--- config.mk ---
export PLATFORM = sky130hd
export DESIGN_NAME = fixed_point_requant_pipe
export DESIGN_NICKNAME = d
export VERILOG_FILES = /design/src/rtl/fxp_pkg.sv /design/src/rtl/fxp_lane_requant.sv /design/src/rtl/fixed_point_requant_pipe.sv
export SDC_FILE = /design/constraint.sdc
export NUM_CORES = 1
export LEC_CHECK = 0
export ABC_CLOCK_PERIOD_IN_PS = 5900
export CAP_MARGIN = 40
export CORE_MARGIN = 2
export CORE_UTILIZATION = 51
export CTS_CLUSTER_DIAMETER = 40
export DETAILED_ROUTE_END_ITERATION = 10
export PLACE_DENSITY = 0.86
export SLEW_MARGIN = 20
export SYNTH_ARGS = -nofsm -noshare
export SYNTH_HDL_FRONTEND = slang
export SYNTH_SLANG_ARGS = --single-unit
--- constraint.sdc ---
create_clock -name clk -period 5.9 [get_ports clk]
set_clock_uncertainty 0.1 [all_clocks]
set_input_delay 1.18 -clock clk [delete_from_list [all_inputs] [get_ports clk]]
set_output_delay 1.18 -clock clk [all_outputs]
set_load 0.05 [all_outputs]
--- src/rtl/fxp_pkg.sv ---
// Shared fixed-point definitions: Q-format defaults, lane-slice macro and the
// saturation helper used by the requantiser, MAC and adder-tree blocks.
`ifndef FXP_PKG_SV
`define FXP_PKG_SV

// Select lane idx (width w) out of a flat multi-lane bus.
`define FXP_LANE(bus, idx, w) bus[(idx)*(w) +: (w)]

package fxp_pkg;

  localparam int FXP_LANES    = 4;
  localparam int FXP_IN_W     = 32;
  localparam int FXP_IN_FRAC  = 22;
  localparam int FXP_OUT_W    = 16;
  localparam int FXP_OUT_FRAC = 11;
  localparam int FXP_CNT_W    = 16;

  // Working width for the helper; any lane intermediate must fit in it.
  localparam int FXP_WIDE_W = 64;

  // Clip a wide signed value into the signed range of an out_w-bit word.
  // A caller detects clipping by comparing the result with the input.
  function automatic logic signed [FXP_WIDE_W-1:0] sat_to_width(
    input logic signed [FXP_WIDE_W-1:0] t,
    input int                           out_w
  );
    logic signed [FXP_WIDE_W-1:0] max_v;
    logic signed [FXP_WIDE_W-1:0] min_v;
    max_v = (64'sd1 <<< (out_w - 1)) - 64'sd1;
    min_v = -(64'sd1 <<< (out_w - 1));
    if (t > max_v)      return max_v;
    else if (t < min_v) return min_v;
    else                return t;
  endfunction

endpackage

`endif

--- src/rtl/fxp_lane_requant.sv ---
// Combinational requantisation of one lane: optional rounding, arithmetic
// shift by IN_FRAC-OUT_FRAC (floor), then saturation to OUT_W bits.
// Rounding (add half an output LSB before the shift) is built when
// REQUANT_ROUND_EN is defined; otherwise the shift truncates toward -inf.
module fxp_lane_requant
  import fxp_pkg::*;
#(
  parameter int IN_W     = FXP_IN_W,
  parameter int IN_FRAC  = FXP_IN_FRAC,
  parameter int OUT_W    = FXP_OUT_W,
  parameter int OUT_FRAC = FXP_OUT_FRAC
) (
  input  logic [IN_W-1:0]  in_word,
  output logic [OUT_W-1:0] out_word,
  output logic             out_sat
);

  localparam int SH    = IN_FRAC - OUT_FRAC;
  localparam int EXT_W = IN_W + 1;

  if (SH < 0) begin : g_bad_frac
    $error("fxp_lane_requant: IN_FRAC must be >= OUT_FRAC");
  end
  if (EXT_W >= FXP_WIDE_W) begin : g_bad_width
    $error("fxp_lane_requant: IN_W too wide for the saturation helper");
  end

  logic signed [EXT_W-1:0]      ext;
  logic signed [EXT_W-1:0]      biased;
  logic signed [EXT_W-1:0]      shifted;
  logic signed [FXP_WIDE_W-1:0] wide;
  logic signed [FXP_WIDE_W-1:0] clipped;

  // One guard bit so the rounding add can never wrap.
  assign ext = {in_word[IN_W-1], in_word};

`ifdef REQUANT_ROUND_EN
  if (SH > 0) begin : g_round
    localparam logic signed [EXT_W-1:0] HALF = EXT_W'(1) << (SH - 1);
    assign biased = ext + HALF;
  end else begin : g_no_round
    assign biased = ext;
  end
`else
  assign biased = ext;
`endif

  assign shifted  = biased >>> SH;
  assign wide     = {{(FXP_WIDE_W - EXT_W){shifted[EXT_W-1]}}, shifted};
  assign clipped  = sat_to_width(wide, OUT_W);
  assign out_sat  = (clipped != wide);
  assign out_word = clipped[OUT_W-1:0];

endmodule

--- src/rtl/fixed_point_requant_pipe.sv ---
// Multi-lane streaming requantiser: S1 registers the accumulator beat, the
// lane converters scale/round/saturate it, S2 registers the narrow result.
// Valid/ready on both sides, no skid buffer; sat_count tallies beats with
// at least one clipped lane. REQUANT_ROUND_EN selects round-half-up.
module fixed_point_requant_pipe
  import fxp_pkg::*;
#(
  parameter int LANES    = FXP_LANES,
  parameter int IN_W     = FXP_IN_W,
  parameter int IN_FRAC  = FXP_IN_FRAC,
  parameter int OUT_W    = FXP_OUT_W,
  parameter int OUT_FRAC = FXP_OUT_FRAC,
  parameter int CNT_W    = FXP_CNT_W
) (
  input  logic                   clk,
  input  logic                   rst_n,
  input  logic                   in_valid,
  output logic                   in_ready,
  input  logic [LANES*IN_W-1:0]  in_data,
  output logic                   out_valid,
  input  logic                   out_ready,
  output logic [LANES*OUT_W-1:0] out_data,
  output logic [LANES-1:0]       out_sat,
  input  logic                   sat_clr,
  output logic [CNT_W-1:0]       sat_count
);

  logic                   s1_valid;
  logic                   s2_valid;
  logic [LANES*IN_W-1:0]  s1_data;
  logic [LANES*OUT_W-1:0] lane_word;
  logic [LANES-1:0]       lane_sat;
  logic                   in_fire;
  logic                   s1_move;
  logic                   out_fire;

  assign in_ready  = !s1_valid || !s2_valid || out_ready;
  assign in_fire   = in_valid && in_ready;
  assign out_fire  = s2_valid && out_ready;
  assign s1_move   = s1_valid && (!s2_valid || out_ready);
  assign out_valid = s2_valid;

  for (genvar i = 0; i < LANES; i++) begin : g_lane
    fxp_lane_requant #(
      .IN_W     (IN_W),
      .IN_FRAC  (IN_FRAC),
      .OUT_W    (OUT_W),
      .OUT_FRAC (OUT_FRAC)
    ) u_lane (
      .in_word  (`FXP_LANE(s1_data, i, IN_W)),
      .out_word (`FXP_LANE(lane_word, i, OUT_W)),
      .out_sat  (lane_sat[i])
    );
  end

  // Stage 1: capture an accepted beat, empty when it moves on to stage 2.
  always_ff @(posedge clk or negedge rst_n) begin
    if (!rst_n) begin
      s1_valid <= 1'b0;
      s1_data  <= '0;
    end else if (in_fire) begin
      s1_valid <= 1'b1;
      s1_data  <= in_data;
    end else if (s1_move) begin
      s1_valid <= 1'b0;
    end
  end

  // Stage 2: register the saturated lanes; hold them while downstream stalls.
  always_ff @(posedge clk or negedge rst_n) begin
    if (!rst_n) begin
      s2_valid <= 1'b0;
      out_data <= '0;
      out_sat  <= '0;
    end else if (s1_move) begin
      s2_valid <= 1'b1;
      out_data <= lane_word;
      out_sat  <= lane_sat;
    end else if (out_fire) begin
      s2_valid <= 1'b0;
    end
  end

  // Saturating tally of clipped beats entering stage 2; clear wins.
  always_ff @(posedge clk or negedge rst_n) begin
    if (!rst_n) begin
      sat_count <= '0;
    end else if (sat_clr) begin
      sat_count <= '0;
    end else if (s1_move && (|lane_sat) && (sat_count != '1)) begin
      sat_count <= sat_count + CNT_W'(1);
    end
  end

endmodule

Yosys cells after proc, flatten, opt, wreduce, memory -nomap -nowiden
Cells that the tools add are included.
{"block": "word_totals", "reg_bits": 214, "inputBits": 133, "out_inout_bits": 86}
{"block": "op_classes", "add_sub_neg": 1, "magnitude_cmp": 8, "n_eq_ne": 5, "n_mux": 14, "n_reduce_logical": 14}
{"cell": "64-bit two-way mux", "count": 8}
{"cell": "64-bit by 21-bit inequality test with 1-bit output", "count": 4}
{"cell": "21-bit by 16-bit > comparator with 1-bit output (second input constant)", "count": 4}
{"cell": "21-bit by 16-bit < comparator with 1-bit output (second input constant)", "count": 4}
{"cell": "16-bit two-way mux", "count": 2}
{"cell": "16-bit by 1-bit adder with 16-bit output (second input constant)", "count": 1}
{"cell": "16-bit inequality test (second input constant)", "count": 1}
{"cell": "2-bit nonzero test", "count": 3}
{"cell": "1-bit logical AND", "count": 5}
{"cell": "1-bit two-way mux", "count": 4}
{"cell": "4-bit OR reduction", "count": 1}
{"cell": "1-bit logical OR", "count": 3}
{"cell": "1-bit zero test", "count": 2}

Longest topological paths before layout
Gate-level depths: netlist (run 1).
{"block": "logic_depth", "ltp_word": 9, "depth_mapped": 11, "depth_no_buf": 9}

Modules after synthesis
A second synthesis (run 1) with hierarchy kept.
{"block": "hier_totals", "hier_cells": 718, "hier_area_um2": 9485.3}
{"mod": "fixed_point_requant_pipe", "n_inst": 1, "cells_each": 526, "area_per_inst_um2": 8374.3, "seq_area_each_um2": 5355.1}
{"mod": "fxp_lane_requant", "n_inst": 4, "cells_each": 48, "area_per_inst_um2": 277.8, "seq_area_each_um2": 0.0}

Worst setup path before layout (run 1)
No wires, ideal clock.
{"block": "synth_timing", "path_kind": "input to register", "start": "in out_ready", "end": "reg s1_data[116]", "setup_time_ns": 0.125, "t_arrival_ns": 2.966, "required_ns": 5.675, "setup_slack_ns": 2.709, "cell_stages": 5, "path_buffers": 2, "path_cell_list": "nand3b_1 nand2_1 clkbuf_1 clkbuf_1 mux2_2"}
{"block": "synth_via", "elab_chain_cells": 2}
{"element": "from (decl)", "line": "fixed_point_requant_pipe.sv:21", "text": "input logic out_ready,"}
{"element": "1-bit logical OR", "line": "fixed_point_requant_pipe.sv:37", "text": "assign in_ready = !s1_valid || !s2_valid || out_ready;"}
{"element": "1-bit logical AND", "line": "fixed_point_requant_pipe.sv:38", "text": "assign in_fire = in_valid && in_ready;"}
{"element": "to (signal assigned)", "line": "fixed_point_requant_pipe.sv:63", "text": "s1_data <= in_data;"}
{"element": "to (decl)", "line": "fixed_point_requant_pipe.sv:30", "text": "logic [LANES*IN_W-1:0] s1_data;"}
Every way passes these cells.
A chain may end at the register's enable or synchronous reset.

Worst setup path after layout (run 1)
{"block": "layout_timing", "start": "in out_ready", "end": "out in_ready"}
{"block": "layout_via", "elab_chain_cells": 1}
{"element": "1-bit logical OR", "line": "fixed_point_requant_pipe.sv:37"}
{"element": "to (decl)", "line": "fixed_point_requant_pipe.sv:18", "text": "output logic in_ready,"}
Every way passes these cells.

==> impl_metrics.csv, run 1 <==
group,metric,value,unit
clock_network,clockBufferDepth,2,
global_route,grt_max_degree,72,
hold_path,hold_start,"out_data[1]",
routing,drt_iter0_drc,499,
yosys,synth_compound_area_share,9.898,%
pwr,powerDensity,396.7,mW/mm^2
yosys,seq_area_frac_synth,59.57,%
cells_and_area,layout.cells.non_filler,1003,
yosys,syn_nets,777,
placed_design,place_area,0.009123,sq mm
die,ioPinCount,219,
die,core_area,0.01377,sq mm
global_route,globalRouteTotalUtil,25.08,%
global_route,grt_antenna_before_repair,0,
cells_and_area,final_layout_size_suffix_gt1_share,16.16,%
sta,fin_tns_setup,0,ps
yosys,synth_top_family_by_area,"simple AND/OR/NAND/NOR gates",
cells_and_area,final_common_cell,"clkdlybuf4s50_1",
clock_network,cts_root_buffer,"clkbuf_16",
clock_network,cts_made_buffers,17,
placed_design,dp_cells,971,
worst_setup_path,worstPathRequired,4620,ps
sta,worst-slew-pin-transition,671.9,ps
global_route,grt_pass1_wl,28820,microns
worst_setup_path,cp_num_buf_inv,2,
worst_setup_path,worst_path_largest_cell_delay,840,ps
clock_network,cts_sinks,170,
placed_design,portBuffers,174,
routing,drt.antenna.violating_nets,0,
clock_network,postCtsHoldBufs,0,
sta,relSlewSlack,55.21,%
clock_network,clk_pin_slew,60,ps
clock_network,ctsHtreeMaxLevel,4,
sta,finalSetupViolations,0,
yosys,ys_warn_count,0,
die,die_area,0.01497,sq mm
routing,wl_per_cell,17.87,microns
cells_and_area,area_growth_syn_to_layout,36.98,%
yosys,netlist_instances,639,
placed_design,dp_hpwl,12540,microns
clock_network,cts-resized-gates,0,
yosys,synth_xor_area_share,0.2453,%
cells_and_area,diodes,0,
die,start_util,51.85,%
worst_setup_path,start_kind,"primary input",
cells_and_area,finalNetCount,948,
routing,viasPerCell,5.678,
sta,finalCriticalPeriod,4015,ps
pwr,vdd_ir_drop_max,184.1,uV
sta,hold_viol,0,
global_route,grt_overflow_total,0,
yosys,syn_avg_cell_area,11.18,sq um
clock_network,cts_tree,"done",
die,die_w,122.3,microns
worst_setup_path,crit_family,"buffers and inverters",
clock_network,post_cts_buffers,0,
sta,slew_violations,0,
sta,grt_setup_unrepaired,"false",
worst_setup_path,timing.rr.start,"s1_data[17]",
worst_setup_path,path_common_cell,"clkdlybuf4s50_1",
yosys,synthSimpleGateAreaFrac,13.49,%
sta,period_share,68.06,%
outcome,outcome,"completed",
pwr,leakagePower,4.048,nW
routing,vias,5695,
cells_and_area,design_area,0.009783,sq mm
yosys,synth_top_area_cell,"dfrtp_1",
cells_and_area,final_cell_mix,"173 x clkdlybuf4s50_1, 170 x dfrtp_1, 84 x mux2_2",
yosys,muxShareOfSynthArea,13.38,%
die,die_h,122.3,microns
yosys,synth.distinct_cells,35,
hold_path,min_path_type,"reg2reg",
sta,clock.fmax,249.0,MHz
cells_and_area,final_core_util,71.03,%
yosys,synth_adder_area_share,0.8760,%
yosys,synthTopCellsByArea,"dfrtp_1 60%, mux2_2 13%, a21oi_1 5.4%",
routing,dr.pass1.iters,5,
yosys,synth_top_area_share,59.57,%
routing,routed_wirelength,17930,microns
run,max-cap-violations,0,
yosys,syn-cell-area,0.007142,sq mm
cells_and_area,fill_cells,951,
placed_design,gp_congestion,0.8439,
die,num_rows,43,
global_route,grt_pass1_vias,5776,
worst_setup_path,crit_path_cell_trace,"clkdlybuf4s50_1, nand3b_1, clkdlybuf4s50_1",
worst_setup_path,worstPathMaxFanout,3,
routing,drc_errors,0,
worst_setup_path,cp-end-kind,"output pin",
clock_network,clk_latency,420,ps
worst_setup_path,crit_start,"out_ready",
worst_setup_path,path_class,"in2out",
worst_setup_path,arrival,2740,ps
yosys,ys_ff_latch,170,
worst_setup_path,crit_path_top_delay_cell,"clkdlybuf4s50_1",
-- where the power goes --
group	total, mW	internal [mW]	switching, mW	leakage [nW]
sequential	1.51	1.37	0.146	1.99
clock	1.23	0.785	0.443	0.323
combinational	1.14	0.421	0.718	1.73
-- synthesized netlist by cell type --
| cell type | number |
|---|---|
| dfrtp_1 | 170 |
| mux2_2 | 84 |
| a21oi_1 | 77 |
| nand2_1 | 72 |
| nor2_1 | 48 |
| o21ai_0 | 35 |
| clkbuf_1 | 30 |
| nand2b_1 | 18 |
| nor4_1 | 11 |
| inv_1 | 10 |
| or4_1 | 10 |
| or3_1 | 9 |
| nand3_1 | 8 |
| o21ai_1 | 8 |
| o31ai_1 | 8 |
| nand4_1 | 7 |
| and3_1 | 6 |
| ha_1 | 5 |
| nor3_1 | 4 |
| and4_1 | 3 |
| a31oi_1 | 2 |
| a211o_1 | 1 |
| and2_1 | 1 |
| buf_1 | 1 |
| buf_2 | 1 |
| buf_4 | 1 |
| buf_8 | 1 |
| mux2i_1 | 1 |
| nand3b_1 | 1 |
| nor4_2 | 1 |
| o2bb2ai_1 | 1 |
| o41ai_2 | 1 |
| or2_2 | 1 |
| xnor2_1 | 1 |
| xor2_1 | 1 |
-- worst reg2reg max path: stages, from the launching register on --
cell,delay (ps)
dfrtp_1,380
or4_1,560
nor4_2,220
nand4_1,130
a211o_1,390
o41ai_4,310
buf_4,340
mux2i_1,220
nor2_1,50
-- path summary, 6_finish.rpt --
kind                                 to  slack, ps  cells past startpoint
max                            in_ready       1880                      3
min                         out_data[1]        380                      2
max reg2reg                sat_count[1]       3070                      8
min reg2reg                 out_data[1]        380                      2
max in group asynchronous  sat_count[3]       4360                      3
min in group asynchronous   s1_data[11]        640                      2
-- routing by layer --
layer | GRT usage (%) | routed length, microns | part of all wire (%)
met2 | 41.35 | 8983 | 50
met5 | 0 | 0 | 0
met3 | 5.994 | 1402 | 7.8
met1 | 32.06 | 7099 | 40
met4 | 9.986 | 442 | 2.5
-- registers in the layout, summed over array words and instances, names as in the netlist --
signal     count
out_data      64
out_sat        4
out_valid      1
s1_data       84
s1_valid       1
sat_count     16
-- area by class of cell --
cell class	instances	area [sq um]	area share, %
clock inverters	11	190.2	1.944
multi-input cells	425	2728	27.88
flip-flops and latches	170	4254	43.48
inverters	10	37.54	0.3837
repair buffers	186	1878	19.20
clock buffers	21	470.5	4.809
well taps	180	225.2	2.302
-- through the flow --
stage	hold slack (ps)	power (mW)	setup slack, ps
floorplan	371.1	2.217	2709
global placement	358.9	2.611	1954
detailed placement	370.8	2.667	1910
CTS	384.6	3.909	1896
global route	422.3	4.046	1842
finish	380.2	3.881	1885
-- cell families (layout without fill, tap and decap cells) --
| group | count (synthesis) | after routing |
|---|---|---|
| AO/OA/AOI/OAI | 133 | 133 |
| XOR/XNOR | 2 | 2 |
| adder cells (fa/ha/maj) | 5 | 5 |
| buffers and inverters | 44 | 228 |
| flip-flops | 170 | 170 |
| multiplexers | 85 | 85 |
| AND/OR/NAND/NOR | 200 | 200 |
Note: power is estimated with default switching activity, not from simulation.
==> inputs of run 2 (changes only) <==
--- a/config.mk
+++ b/config.mk
@@ -5,13 +5,13 @@
 export SDC_FILE = /design/constraint.sdc
 export NUM_CORES = 1
 export LEC_CHECK = 0
-export ABC_CLOCK_PERIOD_IN_PS = 5900
+export ABC_CLOCK_PERIOD_IN_PS = 3750
 export CAP_MARGIN = 40
 export CORE_MARGIN = 2
-export CORE_UTILIZATION = 51
+export CORE_UTILIZATION = 47
 export CTS_CLUSTER_DIAMETER = 40
 export DETAILED_ROUTE_END_ITERATION = 10
-export PLACE_DENSITY = 0.86
+export PLACE_DENSITY = 0.8
 export SLEW_MARGIN = 20
 export SYNTH_ARGS = -nofsm -noshare
 export SYNTH_HDL_FRONTEND = slang
==> constraint.sdc (replaced) <==
create_clock -name clk -period 3.75 [get_ports clk]
set_clock_uncertainty 0.1 [all_clocks]
set_input_delay 0.75 -clock clk [delete_from_list [all_inputs] [get_ports clk]]
set_output_delay 0.75 -clock clk [all_outputs]
set_load 0.05 [all_outputs]
==> run 2 against run 1 <==
Against the previous run: design area is 0.88% lower; first-iteration DRC count fell by 25%; worst hold slack got worse by 320 ps; power up 50%; count of clock-buffer cells in the layout did not move; cell count up 0.90%; non-clock buffer count increased by 1; worst setup slack got worse by 1300 ps; combinational power increased by 56%; utilization fell by 6.5 points; global-route usage fell by 3.2 points.
==> impl_metrics.csv, run 2 (synthesis gave the netlist of run 1 again) <==
group,metric,value,unit
routing,drt_iter0_drc,374,
cells_and_area,reg_top3,"s1_data: 84 flops, out_data: 64 flops, sat_count: 16 flops",
clock_network,cts_tree,"done",
placed_design,portBuffers,174,
die,core_area,0.01503,sq mm
sta,hold_viol,0,
clock_network,cts_sinks,170,
worst_setup_path,cp-end-kind,"output pin",
routing,drc_errors,0,
worst_setup_path,path_common_cell,"clkdlybuf4s50_1",
pwr,total_power,5.814,mW
cells_and_area,final_cell_mix,"173 x clkdlybuf4s50_1, 170 x dfrtp_1, 84 x mux2_2",
die,die_area,0.01620,sq mm
outcome,outcome,"completed",
routing,routed_wirelength,17410,microns
sta,period_share,83.77,%
clock_network,cts-resized-gates,0,
cells_and_area,regArea,0.004254,sq mm
placed_design,gp_congestion,0.8013,
routing,dr.pass1.iters,5,
worst_setup_path,start_kind,"primary input",
hold_path,min_path_type,"in2async",
worst_setup_path,worst_path_largest_cell_delay,840,ps
clock_network,clk_pin_slew,60,ps
sta,finalCriticalPeriod,3141,ps
cells_and_area,diodes,0,
clock_network,ctsHtreeMaxLevel,4,
die,num_rows,45,
worst_setup_path,crit_start,"out_ready",
global_route,grt_overflow_total,0,
clock_network,cts_made_buffers,17,
cells_and_area,final_layout_size_suffix_gt1_share,16.14,%
global_route,globalRouteTotalUtil,21.84,%
clock_network,postCtsHoldBufs,0,
worst_setup_path,worstPathMaxFanout,3,
cells_and_area,fill_cells,1148,
worst_setup_path,crit_path_cell_trace,"clkdlybuf4s50_1, nand3b_1, clkdlybuf4s50_1",
worst_setup_path,arrival,2290,ps
sta,slew_violations,0,
sta,worst-slew-pin-transition,630.2,ps
die,ioPinCount,219,
global_route,grt_pass1_vias,5509,
cells_and_area,area_growth_syn_to_layout,35.77,%
global_route,grt_antenna_before_repair,0,
die,start_util,47.51,%
worst_setup_path,worstPathRequired,2900,ps
clock_network,post_cts_buffers,0,
sta,clock.fmax,318.3,MHz
pwr,vdd_ir_drop_max,320.1,uV
pwr,leakagePower,4.003,nW
cells_and_area,final_common_cell,"clkdlybuf4s50_1",
placed_design,dp_hpwl,12130,microns
worst_setup_path,timing.rr.start,"s1_data[17]",
cells_and_area,largest_register_ffs,84,
sta,finalSetupViolations,0,
cells_and_area,top_register,"s1_data",
global_route,grt_max_degree,89,
sta,fin_tns_setup,0,ps
sta,grt_setup_unrepaired,"false",
global_route,grt_pass1_wl,27830,microns
clock_network,clk_latency,420,ps
die,die_w,127.3,microns
clock_network,cts_root_buffer,"clkbuf_16",
cells_and_area,finalNetCount,949,
clock_network,clockBufferDepth,2,
worst_setup_path,path_class,"in2out",
routing,vias,5562,
pwr,powerDensity,599.5,mW/mm^2
routing,viasPerCell,5.496,
routing,drt.antenna.violating_nets,0,
run,max-cap-violations,0,
routing,wl_per_cell,17.21,microns
sta,relSlewSlack,57.99,%
worst_setup_path,crit_path_top_delay_cell,"clkdlybuf4s50_1",
die,die_h,127.3,microns
cells_and_area,multi_input_area,0.002728,sq mm
run 2: cell types whose count changed in the layout (fill, tap and decap cells not counted):
cell,before,now
clkbuf_1,1,2
bufinv_16,5,1
clkinv_4,1,2
clkinv_2,3,5
buf_4,9,10
clkbuf_8,3,2
clkinvlp_4,1,2
run 2: final timing paths:
kind / to / slack [ps] / cells past startpoint
worst max-delay path: in_ready / 610 / 3
worst min-delay path: s1_data[20] / 60 / 1
worst max register to register: sat_count[1] / 860 / 8
worst min register to register: out_sat[3] / 380 / 2
max in group asynchronous: sat_count[14] / 2570 / 3
min in group clk: out_sat[3] / 380 / 2
run 2: worst max-delay path, delay by kind of cell:
family | cells | cell delay, ps
buffers and inverters | 2 | 1320
AND/OR/NAND/NOR | 1 | 220
run 2: layout make-up:
| cell class | instances | share of cell area (%) |
|---|---|---|
| Sequential cell | 170 | 43.87 |
| Multi-Input combinational cell | 425 | 28.13 |
| Timing Repair Buffer | 187 | 19.45 |
| Clock buffer | 21 | 4.748 |
| Tap cell | 188 | 2.426 |
| Clock inverter | 11 | 0.9935 |
| Inverter | 10 | 0.3871 |
run 2: power by group:
part / total [mW] / switching [mW] / internal (mW)
Clock: 1.66 / 0.708 / 0.947
Combinational: 1.78 / 1.12 / 0.663
Sequential: 2.38 / 0.227 / 2.15
run 2: metrics by stage:
stage          hold slack, ps  setup slack [ps]  cell area, sq um  std cells  utilization, %
5_1_grt                 53.32             578.8              9697       1012           64.50
2_1_floorplan           354.4             989.2              7142        639               -
6_report                64.30             608.6              9697       1012           64.50
4_1_cts                 316.3             605.5              9669       1011           64.32
3_3_place_gp            356.9             666.5              9105        978           60.57
3_5_place_dp            369.5             611.6              9112        979           60.62
run 2: metal layers:
| metal | track usage [%] | share of wire [%] |
|---|---|---|
| met1 | 29.47 | 45 |
| met2 | 34.92 | 48 |
| met3 | 5.737 | 6.1 |
| met4 | 6.852 | 1.2 |
| met5 | 0 | 0 |
